--- src/rtl/mfp_pmod_als_spi_responder.sv ---
// mfp_pmod_als_spi_responder
//
// SPI slave that stands in for a PmodALS light sensor (ADC081S021-style read-only SPI).
// System logic hands 16-bit words over a valid/ready handshake into a one-word shadow
// buffer. Each frame started by the master (cs falling) transmits the shadow word MSB
// first on sdo, one bit per sck falling edge. If the shadow is empty, the previous word
// is repeated and an underrun is flagged.
//
// Ports:
//   clock       - system clock
//   reset       - synchronous reset, active-high
//   cs          - SPI chip select from the master, active-low, asynchronous to clock
//   sck         - SPI clock from the master, asynchronous to clock
//   sdo         - registered serial data to the master
//   data_in     - word to transmit
//   data_valid  - data_in is valid
//   data_ready  - shadow buffer empty; the word is taken when valid and ready are both high
//   frame_done  - one-cycle pulse: cs rose after exactly WIDTH bits were presented
//   frame_error - one-cycle pulse: cs rose before WIDTH bits were presented
//   underrun    - one-cycle pulse: frame started with an empty shadow; last word repeated
module mfp_pmod_als_spi_responder #(
  parameter int unsigned WIDTH       = 16,
  parameter int unsigned SYNC_STAGES = 2,
  parameter logic        IDLE_SDO    = 1'b0
) (
  input  logic             clock,
  input  logic             reset,
  input  logic             cs,
  input  logic             sck,
  output logic             sdo,
  input  logic [WIDTH-1:0] data_in,
  input  logic             data_valid,
  output logic             data_ready,
  output logic             frame_done,
  output logic             frame_error,
  output logic             underrun
);

  localparam int unsigned CntW  = $clog2(WIDTH + 1);
  localparam int unsigned WaitW = $clog2(SYNC_STAGES + 1);

  localparam logic [CntW-1:0]  BitsFull = CntW'(WIDTH);
  localparam logic [WaitW-1:0] WaitMax  = WaitW'(SYNC_STAGES);

  typedef enum logic [2:0] {
    StWaitHigh,
    StIdle,
    StArmed,
    StShift,
    StDone
  } state_e;

  // ---------------------------------------------------------------------------
  // Input synchronizers and edge detection
  // ---------------------------------------------------------------------------
  logic [SYNC_STAGES-1:0] cs_sync_q, sck_sync_q;
  logic                   cs_prev_q, sck_prev_q;
  logic                   cs_s, sck_s;
  logic                   cs_fall, cs_rise, sck_fall;

  always_ff @(posedge clock) begin
    if (reset) begin
      cs_sync_q  <= '1;
      sck_sync_q <= '1;
      cs_prev_q  <= 1'b1;
      sck_prev_q <= 1'b1;
    end else begin
      cs_sync_q  <= {cs_sync_q[SYNC_STAGES-2:0], cs};
      sck_sync_q <= {sck_sync_q[SYNC_STAGES-2:0], sck};
      cs_prev_q  <= cs_s;
      sck_prev_q <= sck_s;
    end
  end

  assign cs_s     = cs_sync_q[SYNC_STAGES-1];
  assign sck_s    = sck_sync_q[SYNC_STAGES-1];
  assign cs_fall  = cs_prev_q & ~cs_s;
  assign cs_rise  = ~cs_prev_q & cs_s;
  assign sck_fall = sck_prev_q & ~sck_s;

  // ---------------------------------------------------------------------------
  // State and datapath registers
  // ---------------------------------------------------------------------------
  state_e            state_q, state_d;
  logic [WIDTH-1:0]  shift_q, shift_d;
  logic [WIDTH-1:0]  last_q, last_d;
  logic [WIDTH-1:0]  shadow_q, shadow_d;
  logic              shadow_full_q, shadow_full_d;
  logic [CntW-1:0]   bit_cnt_q, bit_cnt_d;
  logic [WaitW-1:0]  wait_cnt_q, wait_cnt_d;
  logic              sdo_q, sdo_d;
  logic              frame_done_q, frame_done_d;
  logic              frame_error_q, frame_error_d;
  logic              underrun_q, underrun_d;

  logic accept;
  logic frame_end;

  assign accept    = data_valid & ~shadow_full_q;
  assign frame_end = cs_rise & ((state_q == StArmed) | (state_q == StShift) |
                                (state_q == StDone));

  // State register
  always_ff @(posedge clock) begin
    if (reset) begin
      state_q <= StWaitHigh;
    end else begin
      state_q <= state_d;
    end
  end

  // Next-state logic
  always_comb begin
    state_d = state_q;
    case (state_q)
      // The sync chain resets to all ones, so a high value only counts once the chain
      // has been refilled from the pin; a cs held low through reset is never mistaken
      // for an idle bus.
      StWaitHigh: if ((wait_cnt_q == WaitMax) && cs_s) state_d = StIdle;
      StIdle:     if (cs_fall) state_d = StArmed;
      StArmed: begin
        if (cs_rise)       state_d = StIdle;
        else if (sck_fall) state_d = StShift;
      end
      StShift: begin
        if (cs_rise)                                state_d = StIdle;
        else if (sck_fall && bit_cnt_q == BitsFull) state_d = StDone;
      end
      StDone:     if (cs_rise) state_d = StIdle;
      default:    state_d = StWaitHigh;
    endcase
  end

  // Datapath / output next-state logic
  always_comb begin
    sdo_d         = IDLE_SDO;
    shift_d       = shift_q;
    last_d        = last_q;
    shadow_d      = shadow_q;
    shadow_full_d = shadow_full_q;
    bit_cnt_d     = bit_cnt_q;
    wait_cnt_d    = '0;
    frame_done_d  = 1'b0;
    frame_error_d = 1'b0;
    underrun_d    = 1'b0;

    if (frame_end) begin
      frame_done_d  = (bit_cnt_q == BitsFull);
      frame_error_d = (bit_cnt_q != BitsFull);
    end

    case (state_q)
      StWaitHigh: begin
        wait_cnt_d = (wait_cnt_q == WaitMax) ? wait_cnt_q : wait_cnt_q + WaitW'(1);
      end
      StIdle: begin
        if (cs_fall) begin
          bit_cnt_d = '0;
          if (shadow_full_q) begin
            shift_d       = shadow_q;
            last_d        = shadow_q;
            shadow_full_d = 1'b0;
          end else begin
            shift_d    = last_q;
            underrun_d = 1'b1;
          end
        end
      end
      StArmed: begin
        if (!cs_rise && sck_fall) begin
          sdo_d     = shift_q[WIDTH-1];
          shift_d   = {shift_q[WIDTH-2:0], 1'b0};
          bit_cnt_d = CntW'(1);
        end
      end
      StShift: begin
        if (cs_rise) begin
          sdo_d = IDLE_SDO;
        end else if (sck_fall) begin
          // The fall after the last bit only returns sdo to idle.
          if (bit_cnt_q != BitsFull) begin
            sdo_d     = shift_q[WIDTH-1];
            shift_d   = {shift_q[WIDTH-2:0], 1'b0};
            bit_cnt_d = bit_cnt_q + CntW'(1);
          end
        end else begin
          sdo_d = sdo_q;
        end
      end
      default: ;
    endcase

    // Only possible while the shadow is empty, so it never collides with a shadow load.
    if (accept) begin
      shadow_d      = data_in;
      shadow_full_d = 1'b1;
    end
  end

  always_ff @(posedge clock) begin
    if (reset) begin
      shift_q       <= '0;
      last_q        <= '0;
      shadow_q      <= '0;
      shadow_full_q <= 1'b0;
      bit_cnt_q     <= '0;
      wait_cnt_q    <= '0;
      sdo_q         <= IDLE_SDO;
      frame_done_q  <= 1'b0;
      frame_error_q <= 1'b0;
      underrun_q    <= 1'b0;
    end else begin
      shift_q       <= shift_d;
      last_q        <= last_d;
      shadow_q      <= shadow_d;
      shadow_full_q <= shadow_full_d;
      bit_cnt_q     <= bit_cnt_d;
      wait_cnt_q    <= wait_cnt_d;
      sdo_q         <= sdo_d;
      frame_done_q  <= frame_done_d;
      frame_error_q <= frame_error_d;
      underrun_q    <= underrun_d;
    end
  end

  assign sdo         = sdo_q;
  assign data_ready  = ~shadow_full_q;
  assign frame_done  = frame_done_q;
  assign frame_error = frame_error_q;
  assign underrun    = underrun_q;

endmodule

--- config.mk ---
export PLATFORM = sky130hd
export DESIGN_NAME = mfp_pmod_als_spi_responder
export DESIGN_NICKNAME = d
export VERILOG_FILES = /design/src/rtl/mfp_pmod_als_spi_responder.sv
export SDC_FILE = /design/constraint.sdc
export NUM_CORES = 1
export LEC_CHECK = 0
export ABC_AREA = 1
export CAP_MARGIN = 0
export CORE_MARGIN = 3
export CORE_UTILIZATION = 55
export DETAILED_ROUTE_END_ITERATION = 8
export GPL_TIMING_DRIVEN = 0
export PLACE_DENSITY = 0.74
export SYNTH_ARGS = -nofsm -noshare
export SYNTH_HDL_FRONTEND = slang
export SYNTH_SLANG_ARGS = --single-unit
--- constraint.sdc ---
create_clock -name clock -period 1.93 [get_ports clock]
set_input_delay 0.193 -clock clock [delete_from_list [all_inputs] [get_ports clock]]
set_output_delay 0.193 -clock clock [all_outputs]
set_load 0.03 [all_outputs]
==> qor.txt <==
Outcome: finished clean
TritonCTS clock tree: done
Hold Path Class: in2reg
Leakage Power: 1.65 nW
TritonRoute pass-1 iters: 5
Cell Area, Synth: 3120 um^2
Gp weighted congestion: 0.888
Max_slew headroom: 64.0%
Hold buffers post-CTS: 0
Clk slew on worst S/H paths: 0.08 ns
WL final: 6650 um
Grt ovf: 0
# diodes: 0
Biggest area consumer among synthesized cells: dfxtp_1
Pint: 3.08 mW
Routed wl met2: 3080 um
Synth Register Bits: 69
Clk_lat worst skew: 0.34 ns
First-pass GRT wire length: 11500 um
Initial detailed-routing violation count: 115
Post-synth top cells: 88 x nand2_1, 88 x nor2_1, 69 x dfxtp_1
Max layer used: met4
Required time worst endpoint: 1.74 ns
EDFF count, synth: 0
Fin util: 69.5%
Share of cells above drive strength 1: 8.37%
Kind of critical path: reg2out
Wire per inst: 12.1 um
# clock sinks: 69
Worst Tran Pin Value: 0.540 ns
NetSw: 1.54 mW
Dpl cell area: 3440 um^2
Site Rows: 26
Pins over their slew limit: 0
Unrepaired setup endpoints after global routing: no
Post-route design area: 3680 um^2
Reg power frac: 40.6%
H-tree Lvls: 3
M1 WL: 3190 um
Max Fclk: 587 MHz
Die W: 81.3 um
Final HPWL DP: 4860 um
Vias in the first global route: 2628
Port Buffers: 24
Antenna violations before repair: 0
Synth-to-Final Area Change: 18.3%
Die H: 81.3 um
Worst-path maximum fanout: 8
Final setup vio count: 0
Core Area: 5300 um^2
Ports: 26
Die area: 6600 um^2
Max-cap violations: 0
Setup TNS Final: 0 ns
Minimum clock period: 1.70 ns
Yosys cell types: 27
Total number of vias: 2843
Remaining DRCs: 0
Total CTS buffers: 9
Critical path data arrival time: 1.51 ns
Root buffer cell: clkbuf_8
Net Sw Frac: 33.4%
Pwr/cell area: 1250 nW/um^2
Synthesized net count: 462
Clock Power Share: 29.3%
Sequential share of the synthesized area: 44.3%
Worst Skew: 0.00827 ns
GRT Resource Usage Total: 22.4%
YS warnings: 0
Mean Syn Cell Area: 7.11 um^2
Peak VDD IR: 1.06 mV
Post-route ant nets: 0
Largest cells by area after synthesis: dfxtp_1 44%, nand2_1 11%, nor2_1 11%, o21ai_0 8.2%, mux2i_1 4.8%
Primary FF master, synth: dfxtp_1
Initial Utilization: 58.8%
Largest net degree at the start of global routing: 13
CP Capture Type: primary output
Met3 wire len: 264 um
Setup crit start kind: flop
Via density: 5.19
Synth top area share: 44.3%
Final worst-path cycle share: 88.3%
# nets final: 497
Fin. Hold Viols: 0
CTS Buffer Depth: 2
Mapped Cells: 438
Gate power share: 30.1%
Ys async rst share: 0%
==> power groups by stage <==
stage | registers [mW] | clock network, mW | logic, mW
after floorplan | 1.86 | 0 | 1.11
after global placement | 1.89 | 0 | 1.34
after detailed placement | 1.90 | 0 | 1.37
after CTS | 1.87 | 1.37 | 1.38
after global routing | 1.91 | 1.43 | 1.64
final | 1.88 | 1.36 | 1.39
==> what timing repair did <==
item                                    4_1_cts  5_1_grt
buffers inserted                              0        1
resized for setup                             0        3
endpoints found under the setup margin        0       14
==> final cells by class <==
type / count / area [um^2]
sequential: 69 / 1380
fill: 460 / 1620
buffer: 22 / 116
inverter: 40 / 153
timing repair buffer: 25 / 248
tap: 70 / 87.6
clock buffer: 11 / 151
clock inverter: 5 / 81.3
multi-input combinational: 306 / 1460
==> cells in the final DEF, fill, tap and decap left out, types with 3 or more instances in the layout <==
cell	n
or2_2	5
inv_1	39
o21ai_0	51
ha_1	3
nand4_1	5
nand2_1	87
mux2i_1	15
clkdlybuf4s50_1	24
clkbuf_8	11
nand3_1	16
a21oi_1	23
buf_4	3
nor2_1	88
dfxtp_1	67
clkbuf_1	12
buf_2	3
buf_6	3
==> metal layers <==
metal  vias to the layer above  track usage [%]
met2                        61             36.4
met1                      1305             28.8
li1                       1467                -
met3                        10             5.88
met4                         0             7.60
met5                         -                0
==> state kept, by name, summed over array words and instances (netlist names) <==
| name | flops |
|---|---|
| underrun | 1 |
| sck_sync_q | 2 |
| shadow_q | 16 |
| wait_cnt_q | 2 |
| shift_q | 16 |
| cs_sync_q | 2 |
| bit_cnt_q | 5 |
| frame_done | 1 |
| cs_prev_q | 1 |
| sck_prev_q | 1 |
| frame_error | 1 |
| sdo | 1 |
| shadow_full_q | 1 |
| last_q | 16 |
| state_q | 3 |
==> worst max-delay path, stage by stage, from the launching register on <==
cell and delay, ns:
dfxtp_1 0.48, inv_1 0.09, clkdlybuf4s50_1 0.60
==> kinds of logic after synthesis <==
logic type                 synth area share, %
xor gates and xnor gates                 0.281
DFF                                       44.3
muxes                                     4.82
and+or+nand+nor                           28.0
AOI/OAI and AO/OA                         12.6
buffers and inverters                     8.75
adders and majority gates                 1.20
==> path summary, 6_finish.rpt <==
kind	cells past startpoint	endpoint	slack, ns	start
worst min-delay path	2	state_q[1]	0.27	reset
worst max register to register	14	shift_q[9]	0.25	bit_cnt_q[0]
worst min register to register	1	cs_sync_q[1]	0.41	cs_sync_q[0]
worst max-delay path	2	data_ready	0.23	shadow_full_q
==> stage by stage <==
step                power [mW]  hold slack, ns  setup slack (ns)  cells
floorplan                 2.97           0.297             0.365    438
global placement          3.22           0.391             0.158    532
detailed placement        3.27           0.397             0.150    532
CTS                       4.62           0.273            0.0702    548
global route              4.98           0.289            0.0300    548
finish                    4.62           0.267             0.225    548
(Power assumes the default switching activity.)
